**src/rtl/rf_pkg.sv**
```systemverilog
// Shared definitions for the register-file writeback arbiter.
package rf_pkg;

    localparam int RF_DW  = 8;
    localparam int RF_RFW = 2;

    localparam logic [RF_RFW-1:0] REG_ZERO = {RF_RFW{1'b0}};

    // Which requester won the most recent completed handshake.
    typedef enum logic {
        GRANT_A = 1'b0,
        GRANT_B = 1'b1
    } grant_t;

endpackage

```
**src/rtl/rr_arb2.sv**
```systemverilog
// Two-way round-robin arbiter; the last-grant pointer is kept by the parent.
import rf_pkg::*;

module rr_arb2 (
    input  logic       a_valid,
    input  logic       b_valid,
    input  grant_t     last_grant,
    output logic [1:0] grant
);

    // A lone requester always wins; on a tie the port that did not win last time goes.
    always_comb begin
        grant    = 2'b00;
        grant[0] = a_valid & (~b_valid | (last_grant == GRANT_B));
        grant[1] = b_valid & (~a_valid | (last_grant == GRANT_A));
    end

endmodule

```
**src/rtl/rf_wb_arbiter.sv**
```systemverilog
// Shares the single register-file write port between the ALU (A) and load (B) paths,
// registers the winning write for one cycle and exposes hazard/bypass information.
import rf_pkg::*;

module rf_wb_arbiter #(
    parameter int DW  = RF_DW,
    parameter int RFW = RF_RFW
) (
    input  logic           clk,
    input  logic           rst_n,
    input  logic           a_valid,
    output logic           a_ready,
    input  logic [RFW-1:0] a_addr,
    input  logic [DW-1:0]  a_data,
    input  logic           b_valid,
    output logic           b_ready,
    input  logic [RFW-1:0] b_addr,
    input  logic [DW-1:0]  b_data,
    output logic           rf_we,
    output logic [RFW-1:0] rf_wr_address,
    output logic [DW-1:0]  rf_wr_data,
    input  logic [RFW-1:0] rr1_address,
    input  logic [RFW-1:0] rr2_address,
    output logic           rr1_pending,
    output logic           rr2_pending,
    output logic [DW-1:0]  fwd_data
);

    grant_t         last_grant;
    logic [1:0]     grant;
    logic           hs_a;
    logic           hs_b;
    logic           out_valid;
    logic [RFW-1:0] out_addr;
    logic [DW-1:0]  out_data;

    rr_arb2 u_arb (
        .a_valid    (a_valid),
        .b_valid    (b_valid),
        .last_grant (last_grant),
        .grant      (grant)
    );

    // Readies are withheld while reset is asserted so no handshake can complete then.
    always_comb begin
        a_ready = rst_n & grant[0];
        b_ready = rst_n & grant[1];
        hs_a    = a_valid & a_ready;
        hs_b    = b_valid & b_ready;
    end

    // Pointer and write stage; a zero-register request takes its turn but never writes.
    always_ff @(posedge clk) begin
        if (!rst_n) begin
            last_grant <= GRANT_B;
            out_valid  <= 1'b0;
            out_addr   <= REG_ZERO;
            out_data   <= '0;
        end else if (hs_a) begin
            last_grant <= GRANT_A;
            out_valid  <= (a_addr != REG_ZERO);
            out_addr   <= a_addr;
            out_data   <= a_data;
        end else if (hs_b) begin
            last_grant <= GRANT_B;
            out_valid  <= (b_addr != REG_ZERO);
            out_addr   <= b_addr;
            out_data   <= b_data;
        end else begin
            out_valid  <= 1'b0;
        end
    end

    // RF port, read-after-write hazard flags and bypass data from the pending write.
    always_comb begin
        rf_we         = out_valid;
        rf_wr_address = out_addr;
        rf_wr_data    = out_data;
        rr1_pending   = out_valid & (out_addr != REG_ZERO) & (out_addr == rr1_address);
        rr2_pending   = out_valid & (out_addr != REG_ZERO) & (out_addr == rr2_address);
        fwd_data      = out_valid ? out_data : '0;
    end

endmodule

```
**config.mk**
```make
export PLATFORM = sky130hd
export DESIGN_NAME = rf_wb_arbiter
export DESIGN_NICKNAME = d
export VERILOG_FILES = /design/src/rtl/rf_pkg.sv /design/src/rtl/rr_arb2.sv /design/src/rtl/rf_wb_arbiter.sv
export SDC_FILE = /design/constraint.sdc
export NUM_CORES = 1
export LEC_CHECK = 0
export CORE_AREA = 2 2 52 42
export CTS_BUF_LIST = sky130_fd_sc_hd__clkbuf_4 sky130_fd_sc_hd__clkbuf_8
export DETAILED_ROUTE_END_ITERATION = 10
export DIE_AREA = 0 0 54 44
export GPL_TIMING_DRIVEN = 0
export PLACE_DENSITY = 0.88
export SLEW_MARGIN = 0
export SYNTH_ARGS = -nofsm -noshare
export SYNTH_HDL_FRONTEND = slang
export SYNTH_HIERARCHICAL = 1
export SYNTH_SLANG_ARGS = --single-unit
```
**constraint.sdc**
```tcl
create_clock -name clk -period 3.7 [get_ports clk]
set_clock_uncertainty 0.05 [all_clocks]
set_input_delay 0.555 -clock clk [delete_from_list [all_inputs] [get_ports clk]]
set_output_delay 0.555 -clock clk [all_outputs]
set_load 0.01 [all_outputs]
```
# After elaboration in Yosys (flattened, before gate mapping)
# Cells that the tools add are included.
totals:
  reg_bits: 12
  input_bits: 28
  out_inout_bits: 23
  word_cells: 33
classes:
  n_eq_ne: 2
  n_mux: 9
  n_bitwise: 14
  reduce_logical: 4
op_table:
  columns: ["operator", "count"]
  rows:
  - ["$mux W8", 3]
  - ["$and A1 B1 Y1", 9]
  - ["$reduce_bool A2 Y1", 4]
  - ["$eq A2 B2 Y1", 2]
  - ["$mux W1", 4]
  - ["$mux W2", 2]
  - ["$not A1 Y1", 3]
  - ["$or A1 B1 Y1", 2]

# Depth between registers and ports, before layout
logic_depth:
  ltp_word: 7
  depth_mapped: 6

# Cells and area by module
# Netlist, hierarchy kept.
modules_own_cells:
  columns: ["module", "n_inst", "cells_each", "area_each_um2"]
  rows:
  - ["rf_wb_arbiter", 1, 66, 621.8]
  - ["rr_arb2", 1, 3, 18.8]

# Least setup slack after synthesis
# OpenSTA, ideal clock, no wires.
synth_path:
  path_type: "input-to-reg"
  from: "input port b_valid"
  to: "register out_data[0], in the netlist rf_wr_data[0]"
  setup_ns: 0.122
  arrival_ns: 1.543
  required_time_ns: 3.528
  setup_slack_ns: 1.985
  cell_stages: 5
  path_cell_list: "a21boi_0 -> nand2_1 -> and3_1 -> clkbuf_1 -> a221o_1"
synth_via:
  elab_chain_len: 6
  elab_cells_between_ends: 10
synth_rtl:
  columns: ["element", "line", "text"]
  rows:
  - ["from (decl)", "rf_wb_arbiter.sv:15", "input logic b_valid,"]
  - ["$not A1 Y1", "rr_arb2.sv:14", "grant[0] = a_valid & (~b_valid | (last_grant == GRANT_B));"]
  - ["$or A1 B1 Y1", "rr_arb2.sv:14", null]
  - ["$and A1 B1 Y1", "rr_arb2.sv:14", null]
  - ["$and A1 B1 Y1", "rf_wb_arbiter.sv:46", "a_ready = rst_n & grant[0];"]
  - ["$and A1 B1 Y1", "rf_wb_arbiter.sv:48", "hs_a = a_valid & a_ready;"]
  - ["$mux W8 or $reduce_bool A2 Y1 (tied branches)", null, null]
  - ["to (signal assigned)", "rf_wb_arbiter.sv:63", "out_data <= a_data;"]
  - ["to (signal assigned)", "rf_wb_arbiter.sv:68", "out_data <= b_data;"]
  - ["to (decl)", "rf_wb_arbiter.sv:35", "logic [DW-1:0] out_data;"]
# Parallel ways exist; a longest one is shown, timed or not.
# A chain may end at the register's enable or synchronous reset.

# Final worst setup path
layout_path:
  from: "input port b_valid"
  to: "output port b_ready"
layout_via:
  elab_chain_len: 2
layout_rtl:
  columns: ["element", "line", "text"]
  rows:
  - ["$and A1 B1 Y1", "rr_arb2.sv:15", "grant[1] = b_valid & (~a_valid | (last_grant == GRANT_A));"]
  - ["net grant[1]", "rf_wb_arbiter.sv:30", "logic [1:0] grant;"]
  - ["$and A1 B1 Y1", "rf_wb_arbiter.sv:47", "b_ready = rst_n & grant[1];"]
  - ["to (decl)", "rf_wb_arbiter.sv:16", "output logic b_ready,"]
# The timed path passes the listed nets, and every way through them passes these cells.

==> flow_summary.yaml <==
sta:
  slew_headroom: 0.773
  rsz0062_at_grt: "false"
  maxClockFrequency_ghz: 0.371
  finalCritPeriodShare: 0.729
  slew_violations: 0
  holdWs_ns: 0.437
  tightest_slew_ns: 0.340
  final.min_clock_period_ns: 2.70
  setup_viol: 0
  hold_viol: 0
  finalSetupTns_ns: 0
routing:
  dr.pass1.iters: 4
  ant_nets: 0
  wirelength_um: 1890
  drc: 0
  drtIter0Drc: 7
  viasPerCell: 5.06
  vias: 739
  wl_per_cell_um: 12.9
worst_setup_path:
  required_ns: 3.09
  setup.worst_path.class: "in2out"
  endpoint_kind: "output port"
  cp_max_fo: 4
  startpoint_type: "input pin"
  worst-endpoint-arrival_ns: 2.09
final_layout:
  drive_gt1_frac: 0.0574
  num_antenna_cells: 0
  fin_util: 0.631
  area_growth_pct: 86.3
  final_nets: 152
  fillers: 155
floorplan:
  die_w_um: 54
  core_area_um2: 1890
  rows: 14
  num_io_pins: 51
  die_area_um2: 2380
  floorplan.initialDensity: 0.339
  die_h_um: 44
power:
  p_per_area_nw_per_um2: 266
  ir_drop_uv: 194
  leakage_nw: 0.472
yosys:
  syn_area_um2: 641
  synth-seq-cells: 12
  synthFlopType: "dfxtp_1"
  synth-edff-count: 0
  ys_warn_count: 6
  yosysSeqAreaShare: 0.375
  synth_nets: 97
  synth.avg_cell_area_um2: 9.28
  syn_inst: 69
  synth.distinct_cells: 23
  synthArstFlopShare: 0
clock_network:
  htreeDepth: 1
  cts_tree: "yes"
  path_clk_slew_ns: 0.07
  cts_setup_buffers: 0
  cts_sinks: 12
  clkLatencyLatePin_ns: 0.27
  cts_resized: 0
  cts_buffer_depth: 2
  cts_made_buffers: 3
  cts.hold.buffers_added: 0
  cts_root_buf: "clkbuf_4"
global_route:
  antenna_found_initial: 0
  grt_max_degree: 12
  grt_pass1_vias: 648
  grt_pass1_wl_um: 2870
  track_usage: 0.165
  overflow: 0
placed_design:
  globalplace.congestion: 0.734
  io_buffer_count: 50
  dpl.hpwl_um: 1530
status:
  status: "complete, no violations"
run:
  maxCapViolCount: 0
min_path:
  holdCritPathClass: "reg2reg"
final timing paths:
path,from,end,slack [ns],cells past startpoint
setup / recovery,b_valid,b_ready,1.00,4
hold / removal,last_grant,last_grant,0.44,2
setup reg to reg,last_grant,rf_wr_data[2],1.99,5
hold reg to reg,last_grant,last_grant,0.44,2
cells in the final DEF (no fill, tap or decap):
cell	netlist	layout
nand3_1	1	1
nor2b_1	2	2
a21boi_0	1	1
xnor2_1	2	2
a21boi_1	1	1
and2_1	17	17
clkbuf_4	0	3
a31oi_1	3	3
mux2i_1	2	2
and2_4	1	1
dfxtp_1	12	12
and3_4	1	1
buf_6	1	1
a21oi_1	2	2
and3_1	2	2
buf_2	1	1
clkbuf_1	1	1
nor4bb_1	2	2
o21ai_1	1	1
inv_1	2	2
nand2_1	2	2
a221o_1	8	8
clkdlybuf4s50_1	0	50
o21ai_0	3	3
o31ai_1	1	1
stage by stage:
step	cell area, um2	setup WS, ns	power (mW)	std cells
6_report	1190	1.00	0.317	146
5_1_grt	1190	0.886	0.332	146
4_1_cts	1190	1.02	0.320	146
3_5_place_dp	1170	1.02	0.241	143
3_3_place_gp	1170	1.06	0.238	143
2_1_floorplan	641	1.98	0.181	69
logic make-up (layout without fill, tap and decap cells):
family | Yosys count | after routing | share of synthesized area
flip-flops | 12 | 12 | 0.375
XOR/XNOR | 2 | 2 | 0.0273
multiplexers | 2 | 2 | 0.0313
buffers and inverters | 5 | 58 | 0.0430
AO/OA/AOI/OAI | 20 | 20 | 0.236
AND/OR/NAND/NOR | 28 | 28 | 0.287
metal layers:
layer | up-vias | global-route usage | share of wire
li1 | 361 | - | -
met1 | 334 | 0.179 | 0.38
met2 | 44 | 0.288 | 0.46
met3 | 0 | 0.0828 | 0.17
met4 | 0 | 0.0300 | 0
met5 | - | 0 | 0
worst max-delay path: stages:
cell             delay [ns]
clkdlybuf4s50_1        0.52
a21boi_0               0.29
and2_4                 0.20
clkdlybuf4s50_1        0.53
flip-flops by register name, summed over array words and instances (netlist names):
register,count
last_grant,1
rf_we,1
rf_wr_address,2
rf_wr_data,8
cells in the mapped netlist, types with 2 or more instances:
cell type  instances  area share
a21oi_1            2       0.016
and2_1            17        0.17
a221o_1            8        0.13
xnor2_1            2       0.027
a31oi_1            3       0.029
o21ai_0            3       0.023
and3_1             2       0.020
nor4bb_1           2       0.031
dfxtp_1           12        0.37
inv_1              2       0.012
nand2_1            2       0.012
mux2i_1            2       0.031
nor2b_1            2       0.020
area by class of cell:
class	count	area [um2]	area share
buffer	3	20.0	0.0168
clock buffer	3	22.5	0.0189
timing repair buffer	50	500	0.419
tap	24	30.0	0.0252
inverter	2	7.51	0.00629
multi-input combinational	52	373	0.312
sequential	12	240	0.201
power by group:
part / switching, mW / internal [mW]
Sequential: 0.00935 / 0.139
Clock: 0.0416 / 0.0377
Combinational: 0.0298 / 0.0598
(Power assumes the default switching activity.)
